File: src/rtl/uart_tx_unit_if.sv
// uart_tx_unit_if: single-entry write-buffer handshake between a byte producer and the UART transmitter
interface uart_tx_unit_if #(
    parameter int DBIT = 8
);
    logic            wr_uart;
    logic [DBIT-1:0] w_data;
    logic            tx_full;

    modport master (output wr_uart, output w_data, input tx_full);
    modport slave  (input wr_uart, input w_data, output tx_full);
endinterface

File: src/rtl/uart_tx_unit.sv
// uart_tx_unit: 8N1 UART transmitter with holding register and 16x baud tick; UART_TX_PARITY_EN adds an even-parity bit
module uart_tx_unit #(
    parameter int DBIT     = 8,
    parameter int SB_TICK  = 16,
    parameter int DVSR     = 163,
    parameter int DVSR_BIT = 8
) (
    input  logic           clk,
    input  logic           reset,
    uart_tx_unit_if.slave  tx_if,
    output logic           tx_busy,
    output logic           tx_done_tick,
    output logic           tx
);
`ifdef UART_TX_PARITY_EN
    typedef enum logic [2:0] {IDLE, START, DATA, PAR, STOP} state_t;
`else
    typedef enum logic [2:0] {IDLE, START, DATA, STOP} state_t;
`endif

    localparam logic [DVSR_BIT-1:0] DV_LAST = DVSR_BIT'(DVSR - 1);
    localparam logic [5:0]          S_BIT   = 6'd15;
    localparam logic [5:0]          S_STOP  = 6'(SB_TICK - 1);
    localparam logic [2:0]          N_LAST  = 3'(DBIT - 1);

    state_t              state_q, state_d;
    logic [DVSR_BIT-1:0] cnt_q, cnt_d;
    logic [5:0]          s_q, s_d;
    logic [2:0]          n_q, n_d;
    logic [DBIT-1:0]     b_q, b_d;
    logic [DBIT-1:0]     hold_q, hold_d;
    logic                full_q, full_d;
    logic                tx_q, tx_d;
    logic                par_q, par_d;
    logic                s_tick;

    assign s_tick        = cnt_q == DV_LAST;
    assign tx_if.tx_full = full_q;
    assign tx            = tx_q;

    // State and datapath registers; reset aborts any frame and parks the line high
    always_ff @(posedge clk or negedge reset) begin
        if (!reset) begin
            state_q <= IDLE;
            cnt_q   <= '0;
            s_q     <= '0;
            n_q     <= '0;
            b_q     <= '0;
            hold_q  <= '0;
            full_q  <= 1'b0;
            tx_q    <= 1'b1;
            par_q   <= 1'b0;
        end else begin
            state_q <= state_d;
            cnt_q   <= cnt_d;
            s_q     <= s_d;
            n_q     <= n_d;
            b_q     <= b_d;
            hold_q  <= hold_d;
            full_q  <= full_d;
            tx_q    <= tx_d;
            par_q   <= par_d;
        end
    end

    // Next state: baud counter, holding register accept, and frame sequencing on oversample ticks
    always_comb begin
        state_d = state_q;
        cnt_d   = s_tick ? '0 : cnt_q + 1'b1;
        s_d     = s_q;
        n_d     = n_q;
        b_d     = b_q;
        hold_d  = hold_q;
        full_d  = full_q;
        par_d   = par_q;
        if (tx_if.wr_uart && !full_q) begin
            full_d = 1'b1;
            hold_d = tx_if.w_data;
        end
        unique case (state_q)
            IDLE: if (full_q) begin
                state_d = START;
                cnt_d   = '0;
                s_d     = '0;
                b_d     = hold_q;
                par_d   = ^hold_q;
                full_d  = 1'b0;
            end
            START: if (s_tick) begin
                s_d = (s_q == S_BIT) ? '0 : s_q + 6'd1;
                if (s_q == S_BIT) begin
                    state_d = DATA;
                    n_d     = '0;
                end
            end
            DATA: if (s_tick) begin
                s_d = (s_q == S_BIT) ? '0 : s_q + 6'd1;
                if (s_q == S_BIT) begin
                    b_d = b_q >> 1;
                    n_d = n_q + 3'd1;
`ifdef UART_TX_PARITY_EN
                    if (n_q == N_LAST) state_d = PAR;
`else
                    if (n_q == N_LAST) state_d = STOP;
`endif
                end
            end
`ifdef UART_TX_PARITY_EN
            PAR: if (s_tick) begin
                s_d = (s_q == S_BIT) ? '0 : s_q + 6'd1;
                if (s_q == S_BIT) state_d = STOP;
            end
`endif
            STOP: if (s_tick) begin
                s_d = (s_q == S_STOP) ? '0 : s_q + 6'd1;
                if (s_q == S_STOP) state_d = IDLE;
            end
            default: state_d = IDLE;
        endcase
    end

    // Outputs: line level is computed from the next state so tx is registered and edge-aligned with the FSM
    always_comb begin
`ifdef UART_TX_PARITY_EN
        tx_d = (state_d == START) ? 1'b0 : (state_d == DATA) ? b_d[0] : (state_d == PAR) ? par_d : 1'b1;
`else
        tx_d = (state_d == START) ? 1'b0 : (state_d == DATA) ? b_d[0] : 1'b1;
`endif
        tx_busy      = state_q != IDLE;
        tx_done_tick = (state_q == STOP) && s_tick && (s_q == S_STOP);
    end
endmodule

File: src/flat_wrapper.sv
// flat-port wrapper written by rule: the top's interface ports become plain ports
module uart_tx_unit_flat 
#(
    parameter int DBIT     = 8,
    parameter int SB_TICK  = 16,
    parameter int DVSR     = 163,
    parameter int DVSR_BIT = 8
)
  (clk, reset, tx_busy, tx_done_tick, tx, tx_if_wr_uart, tx_if_w_data, tx_if_tx_full);
  uart_tx_unit_if #(.DBIT(DBIT)) tx_if_i ();
  input  logic clk;
  input  logic reset;
  output logic tx_busy;
  output logic tx_done_tick;
  output logic tx;
  input wire logic [$bits(tx_if_i.wr_uart)-1:0] tx_if_wr_uart;
  input wire logic [$bits(tx_if_i.w_data)-1:0] tx_if_w_data;
  output wire logic [$bits(tx_if_i.tx_full)-1:0] tx_if_tx_full;
  assign tx_if_i.wr_uart = tx_if_wr_uart;
  assign tx_if_i.w_data = tx_if_w_data;
  assign tx_if_tx_full = tx_if_i.tx_full;
  uart_tx_unit #(.DBIT(DBIT), .SB_TICK(SB_TICK), .DVSR(DVSR), .DVSR_BIT(DVSR_BIT)) u_core (.clk(clk), .reset(reset), .tx_if(tx_if_i), .tx_busy(tx_busy), .tx_done_tick(tx_done_tick), .tx(tx));
endmodule
File: config.mk
export PLATFORM = sky130hd
export DESIGN_NAME = uart_tx_unit_flat
export DESIGN_NICKNAME = d
export VERILOG_FILES = /design/src/rtl/uart_tx_unit_if.sv /design/src/rtl/uart_tx_unit.sv /design/src/flat_wrapper.sv
export SDC_FILE = /design/constraint.sdc
export NUM_CORES = 1
export LEC_CHECK = 0
export CAP_MARGIN = 5
export CORE_ASPECT_RATIO = 0.75
export CORE_MARGIN = 3
export CORE_UTILIZATION = 50
export DETAILED_ROUTE_END_ITERATION = 8
export PLACE_DENSITY = 0.68
export SLEW_MARGIN = 20
export SYNTH_ARGS = -nofsm -noshare
export SYNTH_HDL_FRONTEND = slang
export SYNTH_SLANG_ARGS = --single-unit
File: constraint.sdc
create_clock -name clk -period 2.1 [get_ports clk]
set_input_delay 0.42 -clock clk [delete_from_list [all_inputs] [get_ports clk]]
set_output_delay 0.42 -clock clk [all_outputs]
set_load 0.02 [all_outputs]
# Yosys cells after proc, flatten, opt, wreduce, memory -nomap -nowiden
# Index checks and enable logic that the tools add are counted.
[totals] regBits=38 inputBits=11 output_inout_bits=4 elab_cells=69
[classes] n_addsub=3 eq_ne=14 n_mux=30 n_reduce_logical=13
[op_table] op="$mux W8" count=6
[op_table] op="$mux W3" count=12
[op_table] op="$mux W6" count=3
[op_table] op="$pmux W8 S2" count=1
[op_table] op="$ne A2 B1 Y1 const B" count=6
[op_table] op="$pmux W3 S4" count=1
[op_table] op="$pmux W6 S2" count=1
[op_table] op="$eq A3 B2 Y1 const B" count=3
[op_table] op="$add A8 B1 Y8 const B" count=1
[op_table] op="$eq A8 B8 Y1 const B" count=1
[op_table] op="$add A6 B1 Y6 const B" count=1
[op_table] op="$eq A3 B1 Y1 const B" count=2
[op_table] op="$eq A6 B4 Y1 const B" count=1
[op_table] op="$pmux W3 S2" count=1
[op_table] op="$reduce_bool A2 Y1" count=3
[op_table] op="$mux W1" count=5
[op_table] op="$reduce_and A5 Y1" count=1
[op_table] op="$reduce_and A4 Y1" count=1
[op_table] op="$add A3 B1 Y3 const B" count=1
[op_table] op="$eq A3 B3 Y1 const B" count=1
[op_table] op="$logic_and A1 B1 Y1" count=3
[op_table] op="$logic_not A3 Y1" count=1
[op_table] op="$reduce_and A3 Y1" count=1
[op_table] op="$reduce_bool A3 Y1" count=1
[op_table] op="other kinds (2)" count=2

# Depth between registers and ports, before layout
[logic_depth] word_depth=8 ltp_mapped=7

# Least setup slack after synthesis
# Ideal clock, no wire load.
[synth_timing] kind="flip-flop to output port" start="register u_core.s_q[0]" end="output tx_done_tick" arrival_time_ns=1.410 path_slack_ns=0.270 stages_incl_launch_ff=6 path_buffers=1 path_cell_list="dfrtp_1 > ha_1 > and3_1 > buf_2 > nand4_1 > nor2_1"
[synth_between] elab_chain_cells=2
[synth_rtl] element="start, declared" line="uart_tx_unit.sv:28" source="logic [5:0] s_q, s_d;"
[synth_rtl] element="start signal, assigned" line="uart_tx_unit.sv:46" source="s_q <= '0;"
[synth_rtl] element="start signal, assigned" line="uart_tx_unit.sv:56" source="s_q <= s_d;"
[synth_rtl] element="$eq A6 B4 Y1" line="uart_tx_unit.sv:130" source="tx_done_tick = (state_q == STOP) && s_tick && (s_q == S_STOP);"
[synth_rtl] element="$logic_and A1 B1 Y1" line="uart_tx_unit.sv:130"
[synth_rtl] element="end, declared" line="flat_wrapper.sv:14" source="output logic tx_done_tick;"
# No other way between the ends.

# Worst setup path after layout
[layout_timing] start="register u_core.cnt_q[3]" end="register u_core.tx_q, in the netlist u_core.tx"
[layout_between] elab_chain_cells=6
[layout_rtl] element="start, declared" line="uart_tx_unit.sv:27" source="logic [DVSR_BIT-1:0] cnt_q, cnt_d;"
[layout_rtl] element="start signal, assigned" line="uart_tx_unit.sv:55" source="cnt_q <= cnt_d;"
[layout_rtl] element="$eq A8 B8 Y1 (*)" line="uart_tx_unit.sv:37" source="assign s_tick = cnt_q == DV_LAST;"
[layout_rtl] element="$mux W3, on equally long branches" line="uart_tx_unit.sv:114, uart_tx_unit.sv:89, uart_tx_unit.sv:96"
[layout_rtl] element="$pmux W3 S4" line="uart_tx_unit.sv:80" source="unique case (state_q)"
[layout_rtl] element="$eq A3 B2 Y1" line="uart_tx_unit.sv:127" source="tx_d = (state_d == START) ? 1'b0 : (state_d == DATA) ? b_d[0] : 1'b1;"
[layout_rtl] element="$mux W1" line="uart_tx_unit.sv:127"
[layout_rtl] element="$mux W1 (*)" line="uart_tx_unit.sv:127"
[layout_rtl] element="via u_core.tx_d" line="uart_tx_unit.sv:33" source="logic tx_q, tx_d;"
[layout_rtl] element="end signal, assigned" line="uart_tx_unit.sv:61" source="tx_q <= tx_d;"
[layout_rtl] element="end, declared" line="uart_tx_unit.sv:33"
# Mark *: on every way through the listed nets, which the timed path passes. The rest lies on a longest branch. The select of a mux whose other input is x is not followed.
# A chain may end at the register's enable or synchronous reset.

==> out/results.md <==
| Parameter | This run |
| --- | --- |
| Post-layout minimum cycle time | 2.06 ns |
| Worst min-delay path class | in -> async |
| Kind of cell adding the most delay to the critical path | simple AND/OR/NAND/NOR gates |
| Worst-path cell with the longest stage delay | or3_1 |
| Flip-flop cell with the highest count after synthesis | dfrtp_1 |
| Synthesized Nets | 188 |
| Wire length of the first global-routing pass | 6630 um |
| Power density over cell area | 1120 mW/mm^2 |
| Via count of the first global-routing pass | 1,414 |
| Worst VDD drop | 0.691 mV |
| Fmax | 487 MHz |
| Sequential fraction of design power | 43.3% |
| Leakage power figure | 1.08 nW |
| Number of storage elements in the synthesis netlist | 38 |
| Reg2Reg Setup Slack | 0.04 ns |
| Number of stages on the worst setup path | 5 |
| CP cell instances | buf_4 > or3_1 > nor4_4 > mux2_2 > a311oi_2 |
| Library cell used as clock root buffer | clkbuf_8 |
| Arrival time worst endpoint | 2.25 ns |
| Critical Path Fanout Max | 4 |
| Sw Ratio | 30.4% |
| Buf+Inv Stages, Crit Path | 1 |
| Total wire length after detailed routing | 3750 um |
| Detailed-route via count | 1,402 |
| Post-CTS setup buffer count | 0 |
| Floorplan die width | 77.6 um |
| CTS tree | yes |
| Area contributors post-synth | dfrtp_1 48%, mux2_2 5.9%, ha_1 3.3% |
| Average footprint of a synthesized cell | 11.2 um^2 |
| Effective utilization at floorplan | 55.1% |
| Async set-reset flop share out of synthesis | 100% |
| Number of search-and-repair iterations in the first detailed-routing pass | 4 |
| Yosys Warn Count | 0 |
| Maximum number of pins on one net before global-route repair | 39 |
| Maximum Capacitance Violations | 0 |
| Area growth syn-to-layout | 20.4% |
| Register area share after synthesis | 49.5% |
| Starting DRC count in detailed routing | 72 |
| Measured slew at the worst slew-check pin | 0.815 ns |
| Part of the total power dissipated in combinational logic | 32.8% |
| Most repeated cell in the gate-level netlist after synthesis | dfrtp_1 |
| Number of different library cells in the post-synthesis netlist | 45 |
| Detailed-route DRC error count | 0 |
| Ratio of cells with drive above 1 in the final layout | 28.9% |
| Met3 usage | 4.22% |
| Switching Power | 0.000787 W |
| Capturing element type of the critical path | flip-flop |
| Vias per cell | 5.52 |
| Post-synth top area share | 48.1% |
| Gp weighted congestion | 0.815 |
| Count of flip-flops with a built-in enable after synthesis | 0 |
| # port buffers | 14 |
| Leading area contributor after synthesis | dfrtp_1 |
| # clock sinks | 38 |
| Placed cell count | 247 |
| Cells on worst reg2reg path | 5 |
| Worst-skew pair later-pin latency | 0.29 ns |
| Number of nets with antenna violations after detailed routing | 0 |
| CP required | 2.30 ns |
| Number of buffers created by CTS | 5 |
| Standard cell core area | 0.00349 mm^2 |
| GRT Util Overall | 18.4% |
| Status | complete, no violations |
| Global routing's busiest layer | met2 |
| Met1 track utilization from global routing | 24.6% |
| Met2 Use GR | 29.8% |
| Crit path launch type | flip-flop |
| Destination of the critical timing path | u_core.tx$_DFF_PN1_ |
| Number of slew-limit violations in the final report | 0 |
| Hold Fails Final Rpt | 0 |
| IO Count | 15 |
| Critical path start-end classification | reg -> reg |
| Internal Pwr Total | 0.00180 W |
| Number of diodes | 0 |
| Remaining Overflow, GRT | 0 |
| Clock-pin slew of the registers on the worst-case setup and hold paths | 0.07 ns |
| Wirelength per Cell | 14.8 um |
| Commonest cells in the netlist | 37 x dfrtp_1, 16 x nor2_1, 11 x nand2_1 |
| Final setup violation count | 0 |
| Critical path origin | u_core.cnt_q[3]$_DFF_PN0_ |
| Summed instance area of the synthesized netlist | 0.00192 mm^2 |
| Initial antenna violation count | 0 |
| Portion of total power attributed to the clock network | 23.9% |
| Endpoint of the worst register-to-register path | u_core.tx$_DFF_PN1_ |
| CTS H-Tree Depth | 2 |
| Synth Instances | 172 |
| Dpl hpwl | 2840 um |
| Overall power after layout | 0.00259 W |
| Final-stage net count | 220 |
| FF-to-FF Start | u_core.cnt_q[3]$_DFF_PN0_ |
| Headroom to the max-slew limit | 45.7% |
| Max Clock Skew | 0.00484 ns |
| Number of buffers on the longest clock path | 2 |
| TNS Setup | 0 ns |
| CP peak stage delay | 0.45 ns |
| Placement row count | 18 |
| Total die area | 0.00464 mm^2 |
| Vert. Die Dim | 59.7 um |
| Final worst path period share | 97.9% |
| Non-Filler Instances | 254 |
-- flip-flops by register name, indices dropped and copies added, names as in the netlist --
register              cells
u_core.hold_q             8
u_core.s_q                6
u_core.tx_if.tx_full      1
u_core.tx                 1
u_core.b_q                8
u_core.n_q                3
u_core.state_q            3
u_core.cnt_q              8
-- layout make-up --
type | count | area, um^2
Fill cell | 280 | 1170
Sequential cell | 38 | 955
Multi-Input combinational cell | 120 | 891
Timing Repair Buffer | 32 | 269
Clock buffer | 6 | 82.6
Tap cell | 50 | 62.6
Clock inverter | 1 | 30.0
Inverter | 7 | 26.3
-- per-layer routing --
| layer | part of all wire [%] | wire [um] | vias to the layer above |
|---|---|---|---|
| met1 | 48 | 1790 | 692 |
| met5 | 0 | 0 | - |
| met2 | 47 | 1760 | 25 |
| met3 | 3.9 | 147 | 6 |
| met4 | 1.5 | 57 | 0 |
| li1 | - | - | 679 |
-- kinds of logic (layout without fill, tap and decap cells) --
logic type,count (synthesis),after routing,share of synthesized area [%]
flip-flops,38,38,49.5
buffers and inverters,14,46,4.49
adder cells (fa/ha/maj),5,5,3.25
XOR/XNOR,6,6,2.73
AND/OR/NAND/NOR,58,58,17.8
AO/OA/AOI/OAI,38,38,15.2
other,1,1,0.195
multiplexers,12,12,6.89
-- placed cells by master, fill, tap and decap left out, types with 3 or more instances in the layout --
cell type,count
nor2_1,16
clkdlybuf4s50_1,12
xor2_1,5
nand3_1,7
clkbuf_8,6
dfrtp_1,35
nand2_1,11
and3_1,4
nand4_1,4
inv_1,7
mux2_2,10
a21o_1,6
a21oi_1,3
a22o_2,6
ha_1,5
buf_4,17
o21ai_0,9
and2b_2,3
-- power by group through the flow --
stage / Sequential [W] / Clock (W) / Combinational, W
2_1_floorplan: 0.00112 / 0 / 0.000550
3_3_place_gp: 0.00112 / 0 / 0.000816
3_5_place_dp: 0.00113 / 0 / 0.000850
4_1_cts: 0.00112 / 0.000636 / 0.000855
5_1_grt: 0.00116 / 0.000667 / 0.000936
6_report: 0.00112 / 0.000620 / 0.000848
-- timing repair --
action | CTS | global route
endpoints found under the setup margin | 2 | 9
pin swaps | 0 | 1
gates resized for setup | 5 | 3
hold buffers | 0 | 0
-- metrics by stage --
step / setup WS [ns] / instance area (um^2) / util, % / hold WS, ns
after floorplan: 0.270 / 1920 / - / 0.124
after global routing: -0.0177 / 2320 / 66.3 / 0.288
final: 0.0447 / 2320 / 66.3 / 0.225
after CTS: 0.0373 / 2310 / 66.2 / 0.263
after detailed placement: -0.0448 / 2200 / 62.9 / 0.469
after global placement: -0.0181 / 2200 / 62.9 / 0.460
-- worst min path at each step --
stage | from | to | slack, ns | cells past startpoint
global placement | u_core.b_q[2]$_DFFE_PN0P_ | u_core.b_q[2]$_DFFE_PN0P_ | 0.46 | 1
global route | reset | u_core.s_q[1]$_DFFE_PN0P_ | 0.29 | 1
finish | reset | u_core.s_q[3]$_DFFE_PN0P_ | 0.22 | 1
detailed placement | u_core.b_q[4]$_DFFE_PN0P_ | u_core.b_q[4]$_DFFE_PN0P_ | 0.47 | 1
floorplan | reset | u_core.b_q[0]$_DFF_PN0_ | 0.12 | 0
CTS | reset | u_core.s_q[1]$_DFFE_PN0P_ | 0.26 | 1
Power figures use the tool's default switching activity.
